--- config.mk ---
export PLATFORM = sky130hd
export DESIGN_NAME = instr_encoder24
export DESIGN_NICKNAME = d
export VERILOG_FILES = /design/src/rtl/isa24_pkg.sv /design/src/rtl/isa24_pack.sv /design/src/rtl/instr_encoder24.sv
export SDC_FILE = /design/constraint.sdc
export NUM_CORES = 1
export LEC_CHECK = 0
export ABC_AREA = 1
export CORE_MARGIN = 2
export CORE_UTILIZATION = 47
export DETAILED_ROUTE_END_ITERATION = 7
export PLACE_DENSITY = 0.76
export SLEW_MARGIN = 20
export SYNTH_ARGS = -nofsm -noshare
export SYNTH_HDL_FRONTEND = slang
export SYNTH_SLANG_ARGS = --single-unit
--- constraint.sdc ---
create_clock -name clk -period 3.5 [get_ports clk]
set_input_delay 0.7 -clock clk [delete_from_list [all_inputs] [get_ports clk]]
set_output_delay 0.7 -clock clk [all_outputs]
set_load 0.02 [all_outputs]
--- src/rtl/isa24_pkg.sv ---
// Shared definitions for the 24-bit ISA: opcodes, field layout, immediate limits, error codes.
// Latency: n/a (constants, types and pure helper functions only).
// Backpressure: n/a.
package isa24_pkg;

    localparam int WORD_W = 24;
    localparam int OP_W   = 4;
    localparam int REG_W  = 6;

    // Field positions within a 24-bit word
    localparam int OP_LSB  = 20;
    localparam int RS_LSB  = 14;
    localparam int RT_LSB  = 8;
    localparam int RD_LSB  = 2;

    localparam logic [3:0] OP_HALT  = 4'h0;
    localparam logic [3:0] OP_ADD   = 4'h1;
    localparam logic [3:0] OP_MUL   = 4'h3;
    localparam logic [3:0] OP_LI    = 4'h4;
    localparam logic [3:0] OP_LOAD  = 4'h5;
    localparam logic [3:0] OP_STORE = 4'h6;
    localparam logic [3:0] OP_BEQ   = 4'h7;
    localparam logic [3:0] OP_JMP   = 4'h8;
    localparam logic [3:0] OP_LUI   = 4'h9;
    localparam logic [3:0] OP_ORI   = 4'hA;

    localparam logic [1:0] ERR_NONE    = 2'd0;
    localparam logic [1:0] ERR_BAD_OP  = 2'd1;
    localparam logic [1:0] ERR_RANGE   = 2'd2;
    localparam logic [1:0] ERR_NO_ROOM = 2'd3;

    localparam int IMM8_S_MIN  = -128;
    localparam int IMM8_S_MAX  = 127;
    localparam int IMM8_U_MAX  = 255;
    localparam int IMM16_U_MAX = 65535;
    localparam int IMM20_S_MIN = -524288;
    localparam int IMM20_S_MAX = 524287;

    typedef enum logic [1:0] {
        ST_IDLE  = 2'd0,
        ST_EMIT1 = 2'd1,
        ST_EMIT2 = 2'd2
    } enc_state_t;

    // Treat the immediate as two's complement and test lo <= v <= hi
    function automatic logic imm_in_srange(input logic [23:0] v, input int lo, input int hi);
        logic signed [23:0] sv;
        sv = v;
        return (int'(sv) >= lo) && (int'(sv) <= hi);
    endfunction

    // Treat the immediate as unsigned and test v <= hi (negatives become huge and fail)
    function automatic logic imm_in_urange(input logic [23:0] v, input int hi);
        return int'({8'h00, v}) <= hi;
    endfunction

endpackage

--- src/rtl/isa24_pack.sv ---
// Field packer and range checker: symbolic instruction -> one or two 24-bit words plus verdict.
// Latency: combinational.
// Backpressure: none; ports: op/wide/rs/rt/rd/imm in, word/word2/pair/ok/err_code out.
module isa24_pack
    import isa24_pkg::*;
(
    input  logic [3:0]  op,
    input  logic        wide,
    input  logic [5:0]  rs,
    input  logic [5:0]  rt,
    input  logic [5:0]  rd,
    input  logic [23:0] imm,
    output logic [23:0] word,
    output logic [23:0] word2,
    output logic        pair,
    output logic        ok,
    output logic [1:0]  err_code
);

    always_comb begin
        word     = '0;
        word2    = '0;
        pair     = 1'b0;
        ok       = 1'b1;
        err_code = ERR_NONE;
        case (op)
            OP_HALT: word = '0;
            OP_ADD, OP_MUL: word = {op, rs, rt, rd, 2'b00};
            OP_LI: begin
                if (wide) begin
                    // Pseudo-instruction: LUI loads the high byte, ORI merges the low byte
                    pair  = 1'b1;
                    word  = {OP_LUI, 6'd0, rt, imm[15:8]};
                    word2 = {OP_ORI, rt, rt, imm[7:0]};
                    if (!imm_in_urange(imm, IMM16_U_MAX)) begin
                        ok       = 1'b0;
                        err_code = ERR_RANGE;
                    end
                end else begin
                    word = {op, rs, rt, imm[7:0]};
                    if (!imm_in_srange(imm, IMM8_S_MIN, IMM8_S_MAX)) begin
                        ok       = 1'b0;
                        err_code = ERR_RANGE;
                    end
                end
            end
            OP_LOAD, OP_STORE, OP_BEQ: begin
                word = {op, rs, rt, imm[7:0]};
                if (!imm_in_srange(imm, IMM8_S_MIN, IMM8_S_MAX)) begin
                    ok       = 1'b0;
                    err_code = ERR_RANGE;
                end
            end
            OP_LUI, OP_ORI: begin
                word = {op, rs, rt, imm[7:0]};
                if (!imm_in_urange(imm, IMM8_U_MAX)) begin
                    ok       = 1'b0;
                    err_code = ERR_RANGE;
                end
            end
            OP_JMP: begin
                word = {op, imm[19:0]};
                if (!imm_in_srange(imm, IMM20_S_MIN, IMM20_S_MAX)) begin
                    ok       = 1'b0;
                    err_code = ERR_RANGE;
                end
            end
            default: begin
                ok       = 1'b0;
                err_code = ERR_BAD_OP;
            end
        endcase
    end

endmodule

--- src/rtl/instr_encoder24.sv ---
// Sequential ISA encoder: accepts symbolic instructions and writes packed words to IMEM at rising addresses.
// Latency: word appears on wr_en/wr_addr/wr_data one cycle after accept; wide LI adds the ORI a cycle later.
// Backpressure: in_ready low while emitting, after HALT, or when IMEM is full (until clear/rst).
// Ports: clk/rst/clear; in_valid/in_ready/in_op/in_wide/in_rs/in_rt/in_rd/in_imm request;
//        wr_en/wr_addr/wr_data IMEM write; count/halted/full/err/err_code status.
module instr_encoder24 #(
    parameter int ADDR_W    = 8,
    parameter int BASE_ADDR = 0
) (
    input  logic              clk,
    input  logic              rst,
    input  logic              clear,
    input  logic              in_valid,
    output logic              in_ready,
    input  logic [3:0]        in_op,
    input  logic              in_wide,
    input  logic [5:0]        in_rs,
    input  logic [5:0]        in_rt,
    input  logic [5:0]        in_rd,
    input  logic [23:0]       in_imm,
    output logic              wr_en,
    output logic [ADDR_W-1:0] wr_addr,
    output logic [23:0]       wr_data,
    output logic [ADDR_W:0]   count,
    output logic              halted,
    output logic              full,
    output logic              err,
    output logic [1:0]        err_code
);
    import isa24_pkg::*;

    localparam logic [ADDR_W:0] CAPACITY = {1'b1, {ADDR_W{1'b0}}};
    localparam logic [ADDR_W:0] BASE_PTR = (ADDR_W+1)'(BASE_ADDR);

    enc_state_t        state, state_nxt;
    // ptr is one bit wider than the address so "one past the last slot" is representable
    logic [ADDR_W:0]   ptr;
    logic              pair_pending;
    logic [23:0]       ori_word;

    logic [23:0]       pk_word, pk_word2;
    logic              pk_pair, pk_ok;
    logic [1:0]        pk_err_code;

    logic              accept, room_ok, good, bad;
    logic [ADDR_W:0]   free_slots;
    logic [1:0]        bad_code;

    isa24_pack u_pack (
        .op       (in_op),
        .wide     (in_wide),
        .rs       (in_rs),
        .rt       (in_rt),
        .rd       (in_rd),
        .imm      (in_imm),
        .word     (pk_word),
        .word2    (pk_word2),
        .pair     (pk_pair),
        .ok       (pk_ok),
        .err_code (pk_err_code)
    );

    assign in_ready   = (state == ST_IDLE) && !halted && !full;
    assign accept     = in_valid && in_ready;
    assign free_slots = CAPACITY - ptr;
    assign room_ok    = !pk_pair || (free_slots >= (ADDR_W+1)'(2));
    assign good       = accept && pk_ok && room_ok;
    assign bad        = accept && !(pk_ok && room_ok);
    // Encoding/range faults outrank the room check
    assign bad_code   = pk_ok ? ERR_NO_ROOM : pk_err_code;
    assign count      = ptr - BASE_PTR;
    assign full       = (ptr == CAPACITY);

    always_ff @(posedge clk or posedge rst) begin
        if (rst) state <= ST_IDLE;
        else     state <= state_nxt;
    end

    always_comb begin
        state_nxt = state;
        if (clear) begin
            state_nxt = ST_IDLE;
        end else begin
            case (state)
                ST_IDLE:  if (good) state_nxt = ST_EMIT1;
                ST_EMIT1: state_nxt = pair_pending ? ST_EMIT2 : ST_IDLE;
                default:  state_nxt = ST_IDLE;
            endcase
        end
    end

    always_ff @(posedge clk or posedge rst) begin
        if (rst) begin
            wr_en        <= 1'b0;
            wr_addr      <= ADDR_W'(BASE_ADDR);
            wr_data      <= '0;
            ptr          <= BASE_PTR;
            pair_pending <= 1'b0;
            ori_word     <= '0;
            halted       <= 1'b0;
            err          <= 1'b0;
            err_code     <= ERR_NONE;
        end else if (clear) begin
            wr_en        <= 1'b0;
            wr_addr      <= ADDR_W'(BASE_ADDR);
            wr_data      <= '0;
            ptr          <= BASE_PTR;
            pair_pending <= 1'b0;
            ori_word     <= '0;
            halted       <= 1'b0;
            err          <= 1'b0;
            err_code     <= ERR_NONE;
        end else begin
            wr_en <= 1'b0;
            if (good) begin
                wr_en        <= 1'b1;
                wr_data      <= pk_word;
                wr_addr      <= ptr[ADDR_W-1:0];
                ptr          <= ptr + 1'b1;
                pair_pending <= pk_pair;
                ori_word     <= pk_word2;
                if (in_op == OP_HALT) halted <= 1'b1;
            end else if (bad) begin
                err <= 1'b1;
                if (!err) err_code <= bad_code;
            end
            // Second half of the wide LI, at the next consecutive address
            if (state == ST_EMIT1 && pair_pending) begin
                wr_en        <= 1'b1;
                wr_data      <= ori_word;
                wr_addr      <= ptr[ADDR_W-1:0];
                ptr          <= ptr + 1'b1;
                pair_pending <= 1'b0;
            end
        end
    end

endmodule
After elaboration in Yosys (flattened, before gate mapping):

Index checks and enable logic that the tools add are counted.

* input port bits: 51
* word-level logic and storage cells: 112
* output and inout bits: 48
* bits in registers: 73

* muxes and demuxes: 50
* add/sub/neg operators: 2
* $lt $le $gt $ge: 7
* reduce and logical (&&, ||, !) cells: 29
* equality and inequality tests: 14

Operator list (number)
* two-way mux 24 bit: 8
* case mux 24 bit (4 select lines): 1
* less-or-equal comparator 24 x 8 -> 1 bit, second input constant: 2
* two-way mux 9 bit: 3
* two-way mux 2 bit: 13
* greater-or-equal comparator 24 x 20 -> 1 bit, second input constant: 1
* greater-or-equal comparator 24 x 8 -> 1 bit, second input constant: 1
* less-or-equal comparator 24 x 16 -> 1 bit, second input constant: 1
* less-or-equal comparator 24 x 20 -> 1 bit, second input constant: 1
* two-way mux 8 bit: 3
* two-way mux 1 bit: 19
* equality test 4 x 3 -> 1 bit, second input constant: 4
* equality test 4 bit, second input constant: 3
* logical AND 1 bit: 10
* case mux 2 bit (5 select lines): 1
* adder 9 x 1 -> 9 bit, second input constant: 1
* equality test 9 bit, second input constant: 1
* greater-or-equal comparator 9 x 2 -> 1 bit, second input constant: 1
* subtractor 9 bit, first input constant: 1
* nonzero test 2 bit: 3
* OR reduction 3 bit: 2
* case mux 1 bit (5 select lines): 1
* OR reduction 5 bit: 1
* equality test 4 x 1 -> 1 bit, second input constant: 1
* 13 further kinds: 19

Depth between registers and ports, before layout:

Gate-level depths: netlist (run 1).

* depth after elaboration: 11
* depth in mapped cells: 19
* gate-level depth less buffers: 18

Hierarchy:

From an unflattened synthesis (run 1), not the netlist that was laid out.

* cell total of the unflattened synthesis: 620
* area total of the unflattened synthesis: 4520.6 µm²

Modules (own cells, without submodules)
* instr_encoder24: cells each 448, times used 1, sequential area each 1826.8 µm², area each 3639.7 µm²
* isa24_pack: cells each 172, times used 1, sequential area each 0.0 µm², area each 880.8 µm²

Worst setup path before layout (run 1):

No wires, ideal clock.

* kind: register -> register
* from: register ptr[0]
* to: register ori_word[14]
* setup time: 0.118 ns
* data required time: 3.382 ns
* stages on the path, launching flop included: 16
* path buffers: 1
* slack: 0.415 ns
* data arrival time: 2.967 ns
* clock period less this slack: 3.085 ns
* cells stage by stage: dfrtp_1 inv_1 ha_1 nand3_1 nor2_1 nand2_1 nor2_1 ha_1 nor4_1 and2_1 nand3_4 nand2_2 inv_2 buf_4 nand2_1 nand2_1

* longest elaborated chain between the ends: 7
* elaborated cells between the ends (all ways): 10
* those cells by class: add/sub (1); order compare (1); eq/ne (1); reduce/logical (7)

Ends and longest elaborated chain
* from (decl): RTL line instr_encoder24.sv:37 `logic [ADDR_W:0] ptr;`
* from (signal assigned): RTL line instr_encoder24.sv:119 `ptr <= ptr + 1'b1;`
* from (signal assigned): RTL line instr_encoder24.sv:132 `ptr <= ptr + 1'b1;`
* equality test 9 bit: RTL line instr_encoder24.sv:72 `assign full = (ptr == CAPACITY);`
* net full: RTL line instr_encoder24.sv:26 `output logic full,`
* logical NOT 1 bit: RTL line instr_encoder24.sv:63 `assign in_ready = (state == ST_IDLE) && !halted && !full;`
* logical AND 1 bit: RTL line instr_encoder24.sv:63
* net in_ready: RTL line instr_encoder24.sv:14 `output logic in_ready,`
* logical AND 1 bit: RTL line instr_encoder24.sv:64 `assign accept = in_valid && in_ready;`
* logical AND 1 bit (2 in a row): RTL line instr_encoder24.sv:67 `assign good = accept && pk_ok && room_ok;`
* nonzero test 2 bit (no line)
* to (signal assigned): RTL line instr_encoder24.sv:121 `ori_word <= pk_word2;`
* to (decl): RTL line instr_encoder24.sv:39 `logic [23:0] ori_word;`

The timed path passes the listed nets, and every way through them passes these cells.
A chain may end at the register's enable or synchronous reset.

Worst setup path after layout (run 1):

* from: register ptr[1]
* to: output port in_ready

* longest elaborated chain between the ends: 3

Ends and longest elaborated chain (RTL line)
* equality test 9 bit: instr_encoder24.sv:72
* logical NOT 1 bit: instr_encoder24.sv:63
* logical AND 1 bit: instr_encoder24.sv:63
* to (decl): instr_encoder24.sv:14

Every way passes these cells.

==> results of run 1 <==
## cells by family (layout without fill, tap and decap cells)
logic type / after synthesis / after routing
AND/OR/NAND/NOR: 390 / 390
buffers and inverters: 90 / 186
flip-flops: 64 / 64
AO/OA/AOI/OAI: 56 / 56
XOR/XNOR: 10 / 10
adder cells (fa/ha/maj): 4 / 4
## per-layer routing
layer	wire (µm)	share of wire
met5	0	0
met2	5462	0.47
met3	859	0.073
met4	218	0.019
met1	5190	0.44
## path summary, 6_finish.rpt
| check | endpoint |
|---|---|
| setup / recovery | in_ready |
| hold / removal | wr_data[14] |
| setup reg to reg | wr_data[21] |
| hold reg to reg | wr_data[14] |
| max in group asynchronous | wr_data[19] |
| min in group asynchronous | wr_data[3] |
## layout by cell type (no fill, tap or decap), types with 2 or more instances in the layout
cell type          n
buf_4             11
inv_1             56
clkinv_2           3
dfrtp_1           64
clkinv_4           2
nand2_4            2
nand4_1           15
nand2_2            3
a21oi_1           20
nor2_1            58
nor3_1            18
xor2_1            10
inv_2              4
ha_1               4
clkbuf_8           9
nor4_1             2
o21ai_0           29
nand2_1          238
clkdlybuf4s50_1   98
nand3_1           46
## metrics by stage
step | utilization | instances | setup WS (ps) | total power, µW
finish | 0.6210 | 818 | 216.0 | 1884
CTS | 0.6203 | 818 | 69.57 | 1894
detailed placement | 0.5976 | 802 | 407.1 | 1262
global placement | 0.5976 | 802 | 479.4 | 1258
global route | 0.6210 | 818 | 67.07 | 1986
floorplan | - | 614 | 414.5 | 1063
## tightest hold or removal path, delay by kind of cell (launching register included)
family           cells  cell delay (ps)
flip-flops           1              350
AND/OR/NAND/NOR      2               90
## where the power goes
group | leakage, µW | internal (µW) | switching, µW
logic | 0.00168 | 185 | 266
registers | 0.000876 | 773 | 24.6
clock network | 0.000103 | 330 | 305
total | 0.00265 | 1290 | 596
## layout make-up
class	instances	share of cell area
multi-input cells	460	0.3953
flip-flops and latches	64	0.3001
repair buffers	109	0.1993
inverters	61	0.04338
well taps	108	0.02532
clock buffers	9	0.02321
clock inverters	7	0.01336
## sequential cells by signal, indices dropped and copies added, names as in the netlist
| name | cells |
|---|---|
| wr_addr | 8 |
| halted | 1 |
| err_code | 2 |
| wr_data | 24 |
| state | 2 |
| ori_word | 15 |
| err | 1 |
| wr_en | 1 |
| ptr | 9 |
| pair_pending | 1 |
==> flow_metrics.py, run 1 <==
metrics = {
    "detailed_routing": {
        "drt_first_iter_violations": 271,
        "vias_per_cell": 5.280,
        "firstDrtPassIters": 5,
        "wl_per_cell_um": 14.34,
        "drc_errors": 0,
        "dr_total_vias": 4319,
        "wirelength_mm": 11.73,
        "ant_nets": 0,
    },
    "cts": {
        "cts_root_buf": "clkbuf_8",
        "cts_hold_buf": 0,
        "cts_buffer_depth": 2,
        "clkSinkCount": 64,
        "htreeDepth": 3,
        "cts_setup_buffers": 0,
        "clkTransAtPathRegs_ps": 80,
        "cts_resized": 0,
        "cts_buffers": 9,
        "insertion_delay_ps": 340,
        "tritoncts": "built",
    },
    "critical_path": {
        "end_kind": "output pin",
        "startpoint": "ptr[1]",
        "cp_top_family": "buffers and inverters",
        "cp_num_buf_inv": 2,
        "r2r-start": "ptr[0]",
        "crit_fanout": 6,
        "max_stage_delay_ps": 670,
        "crit_path_cell_trace": "inv_1 -> ha_1 -> nand3_1 -> nor2_1 -> nand2_1 -> nor2_1 -> ha_1 -> nor4_2 -> clkdlybuf4s50_1",
        "worst_ep_arrival_time_ps": 2580,
        "crit_required_ps": 2800,
        "crit_type": "reg2out",
        "cp_slowest_cell": "clkdlybuf4s50_1",
        "worst-path-stages": 9,
        "rr_worst_depth": 18,
        "r2r_slack_ps": 420,
        "start_kind": "register",
    },
    "sta": {
        "fin_skew_ps": 7.976,
        "finalSetupTns_ps": 0,
        "max_slew_margin": 0.3916,
        "setup_viol": 0,
        "worstMarginPinSlew_ps": 911.6,
        "fin_crit_sh": 0.9383,
        "holdWs_ps": 476.2,
        "rsz0062_at_grt": "no",
        "drv_slew": 0,
        "finalHoldViolations": 0,
        "min_period_ps": 3284,
        "max_freq_ghz": 0.3045,
    },
    "synth": {
        "synthSimpleGateAreaFrac": 0.4070,
        "postSynthNetCount": 669,
        "synth_compound_area_frac": 0.07375,
        "ys_seq_area_frac": 0.3917,
        "syn-instance-count": 614,
        "muxShareOfSynthArea": 0,
        "synth_top_family_by_area": "simple AND/OR/NAND/NOR gates",
        "async_flop_share": 1.000,
        "syn_area_um2": 4089,
        "synth_cell_types": 35,
        "synth-seq-cells": 64,
        "synth_area_leaders": "dfrtp_1, nand2_1, nand3_1",
        "ys_warn_count": 0,
        "yosysMostFrequentCell": "nand2_1",
        "synth_top_cell_area_share": 0.3917,
        "ys.flop_type": "dfrtp_1",
        "synth_area_leader_cell": "dfrtp_1",
        "synth-xor-area-share": 0.02142,
        "synth.avg_cell_area_um2": 6.659,
        "synthAdderAreaFrac": 0.01224,
        "netlist_top_cells_count": "nand2_1, dfrtp_1, nor2_1",
        "synth_edf_count": 0,
    },
    "final_layout": {
        "diodes": 0,
        "drive_gt1_frac": 0.06197,
        "area_growth_pct": 30.51,
        "multi_input_area_um2": 2110,
        "final_area_um2": 5336,
        "final_nets": 760,
        "fillCellCount": 815,
        "register_area_um2": 1602,
    },
    "placement": {
        "portBuffers": 98,
        "postPlaceCellArea_um2": 5135,
        "gp_congestion": 0.8964,
        "dp.final_hpwl_mm": 8.764,
    },
    "global_route": {
        "grt_antenna_before_repair": 0,
        "grt_usage": 0.2545,
        "use_met2": 0.4044,
        "use_met1": 0.3647,
        "grt_max_degree": 36,
        "use_met3": 0.04317,
        "gr-total-overflow": 0,
        "gr-max-usage-layer": "met2",
        "grt_pass1_wl_mm": 19.65,
        "grt_pass1_vias": 3999,
    },
    "floorplanning": {
        "die_y_um": 97.27,
        "die_area_um2": 9461,
        "ioPinCount": 99,
        "coreArea_um2": 8593,
        "start_util": 0.4758,
        "die_w_um": 97.27,
        "rows": 34,
    },
    "hold_path": {
        "hold_class": "reg2reg",
        "hold_depth": 2,
        "worstHoldStart": "wr_data[14]",
    },
    "power_and_ir_drop": {
        "irDropWorstVdd_uv": 217.8,
        "powerDensity_nw_per_um2": 353.0,
        "power.leakage_uw": 0.002655,
    },
    "flow_run": {
        "drv_cap": 0,
    },
    "status": {
        "status": "finished clean",
    },
}
No activity file was read; power rests on OpenSTA's default activity.
==> run 2: changes to the inputs <==
--- a/config.mk
+++ b/config.mk
@@ -6,6 +6,7 @@
 export NUM_CORES = 1
 export LEC_CHECK = 0
 export ABC_AREA = 1
+export CAP_MARGIN = 10
 export CORE_MARGIN = 2
 export CORE_UTILIZATION = 47
 export DETAILED_ROUTE_END_ITERATION = 7
==> results of run 2 <==
Same layout as run 1: the final DEF is identical, and so are final timing and power.
==> run 3: changes to the inputs <==
--- a/config.mk
+++ b/config.mk
@@ -6,7 +6,7 @@
 export NUM_CORES = 1
 export LEC_CHECK = 0
 export ABC_AREA = 1
-export CAP_MARGIN = 10
+export CAP_MARGIN = 25
 export CORE_MARGIN = 2
 export CORE_UTILIZATION = 47
 export DETAILED_ROUTE_END_ITERATION = 7
==> results of run 3 <==
Same layout as run 1: the final DEF is identical, and so are final timing and power.
==> RTL change, RTL diff (settings of run 2) <==
The parameter `ADDR_W` goes from 8 to 9.
--- a/src/rtl/instr_encoder24.sv
+++ b/src/rtl/instr_encoder24.sv
@@ -6,3 +6,3 @@
 module instr_encoder24 #(
-    parameter int ADDR_W    = 8,
+    parameter int ADDR_W    = 9,
     parameter int BASE_ADDR = 0
Interface: changed (resized count and wr_addr); port bits go from 99 to 101. No check against the original RTL was run, so the function may have changed too.
==> RTL change against run 2 <==
  * Setup slack improved by 0.17 ns
  * Critical endpoint unchanged
  * Power rose by 4.7%
  * Sequential cell count rose by 2
  * Area after synthesis fell by 4.8%
  * Clock skew rose by 0.0055 ns
  * Design area fell by 3.3%
  * Largest power group unchanged
  * Sequential share of layout area rose by 2.0 points
  * Routed wire length fell by 3.1%
  * Synthesized cell count fell by 10%
  * First-iteration DRC count fell by 1.5%
==> RTL change: results (changes against run 2) <==
outcome=completed; antenna cell count=0 (unchanged); Worst Path Arrival=2.42 ns (-0.16 ns); Worst Skew=0.01349 ns (+0.005516 ns); clock latency on the worst-skew pair=0.34 ns (about the same); detailed placement HPWL=8415 µm (-4.0%); synth warn=0 (unchanged); Post-synth EDFFs=0 (unchanged); first-pass GRT wire length=18870 µm (-4.0%); Num CTS Buffers=9 (unchanged); Worst Reg-to-Reg Cells=12 (-6); number of port buffers=100 (+2.0%); Critical Path Sink=in_ready; sequential-to-total area share from yosys stat=42.42% (+3.2 points); commonest cells in the netlist=nand2_1 (193), dfrtp_1 (66), nand3_1 (65); ratio of cells with drive above 1 in the final layout=6.585% (+0.39 points); via count of the routed design=3997 (-7.5%); DP Area=4945 µm² (-3.7%); post-synthesis xor/xnor area fraction=1.799% (-0.34 points); Netlist cell types=35 (unchanged); Static Leak=2.544 nW (-4.2%); FF-to-FF End=wr_data[6]$_DFFE_PP0P_; H-tree levels=3 (unchanged); Initial DRC Count=267 (-1.5%); Peak VDD IR=0.1944 mV (-11%); Bufs on Longest Clock Path=2 (unchanged); hold-critical path depth=2 (unchanged); Synth area leaders=dfrtp_1 (42%), nand2_1 (19%), nand3_1 (8.4%), nor2_1 (5.4%), inv_1 (3.8%); worst-path fanout max=7 (+1); Slew headroom=35.55% (-3.6 points); total power=1.972 mW (+4.7%); Syn Inst Count=552 (-10%); antenna violations before repair=0 (unchanged); complex-gate fraction of the synthesized area=8.708% (+1.3 points); FF-to-FF setup slack=0.81 ns (+0.39 ns); CP startpoint=ptr[0]$_DFFE_PP0P_; biggest regs=wr_data (24), ori_word (15), ptr (10); FMAX=321.0 MHz (+5.4%); vias per cell=5.273 (-0.13%); layout net count=702 (-7.6%); WHS Endpoint=wr_addr[8]$_DFFE_PP0P_; largest net degree at the start of global routing=47 (+31%); Synth Area in Adders=0.9640% (-0.26 points); async set-or-reset flop fraction in the synthesized netlist=100.0% (unchanged); GRT Resource Usage Total=26.85% (+1.4 points); Resized cells post-CTS=0 (unchanged); Final Hold Slack=0.4818 ns (+0.005606 ns); Hold Crit Class=reg -> reg; pre-CTS WS=0.4316 ns (+0.02451 ns); DR pass1 iterations=5 (unchanged); Hold Path Origin=wr_addr[8]$_DFFE_PP0P_; mux contribution to synthesized area=0% (unchanged); syn_nets=606 (-9.4%); GPL Wtd Cong=0.9963 (+11%); clock slew at reported path FFs=0.08 ns (about the same); Inst Count DP=742 (-7.5%); per-cell routed wire length=15.00 µm (+4.6%)
[RTL change: report_power, final]
part | switching [mW] | internal, mW
registers | 0.0313 | 0.794
logic | 0.243 | 0.179
clock network | 0.321 | 0.403
total | 0.596 | 1.38
[RTL change: cell type report]
type | count | area (µm²)
Clock buffer | 10 | 127.6
Sequential cell | 66 | 1652
Inverter | 47 | 178.9
Multi-Input combinational cell | 417 | 1929
Clock inverter | 6 | 88.84
Tap cell | 105 | 131.4
Fill cell | 737 | 2973
Timing Repair Buffer | 107 | 1054
[RTL change: metal layers]
layer | track usage [%] | share of wire (%)
met4 | 7.367 | 1.8
met3 | 5.929 | 5.3
met5 | 0 | 0
met2 | 46.04 | 49
met1 | 34.24 | 44
[RTL change: worst max-delay path: stages, from the launching register on]
cell	delay [ns]
dfrtp_1	0.51
inv_1	0.19
ha_1	0.31
nand3_1	0.13
inv_1	0.05
nand4_1	0.12
nand2_1	0.10
inv_1	0.07
clkdlybuf4s50_1	0.59
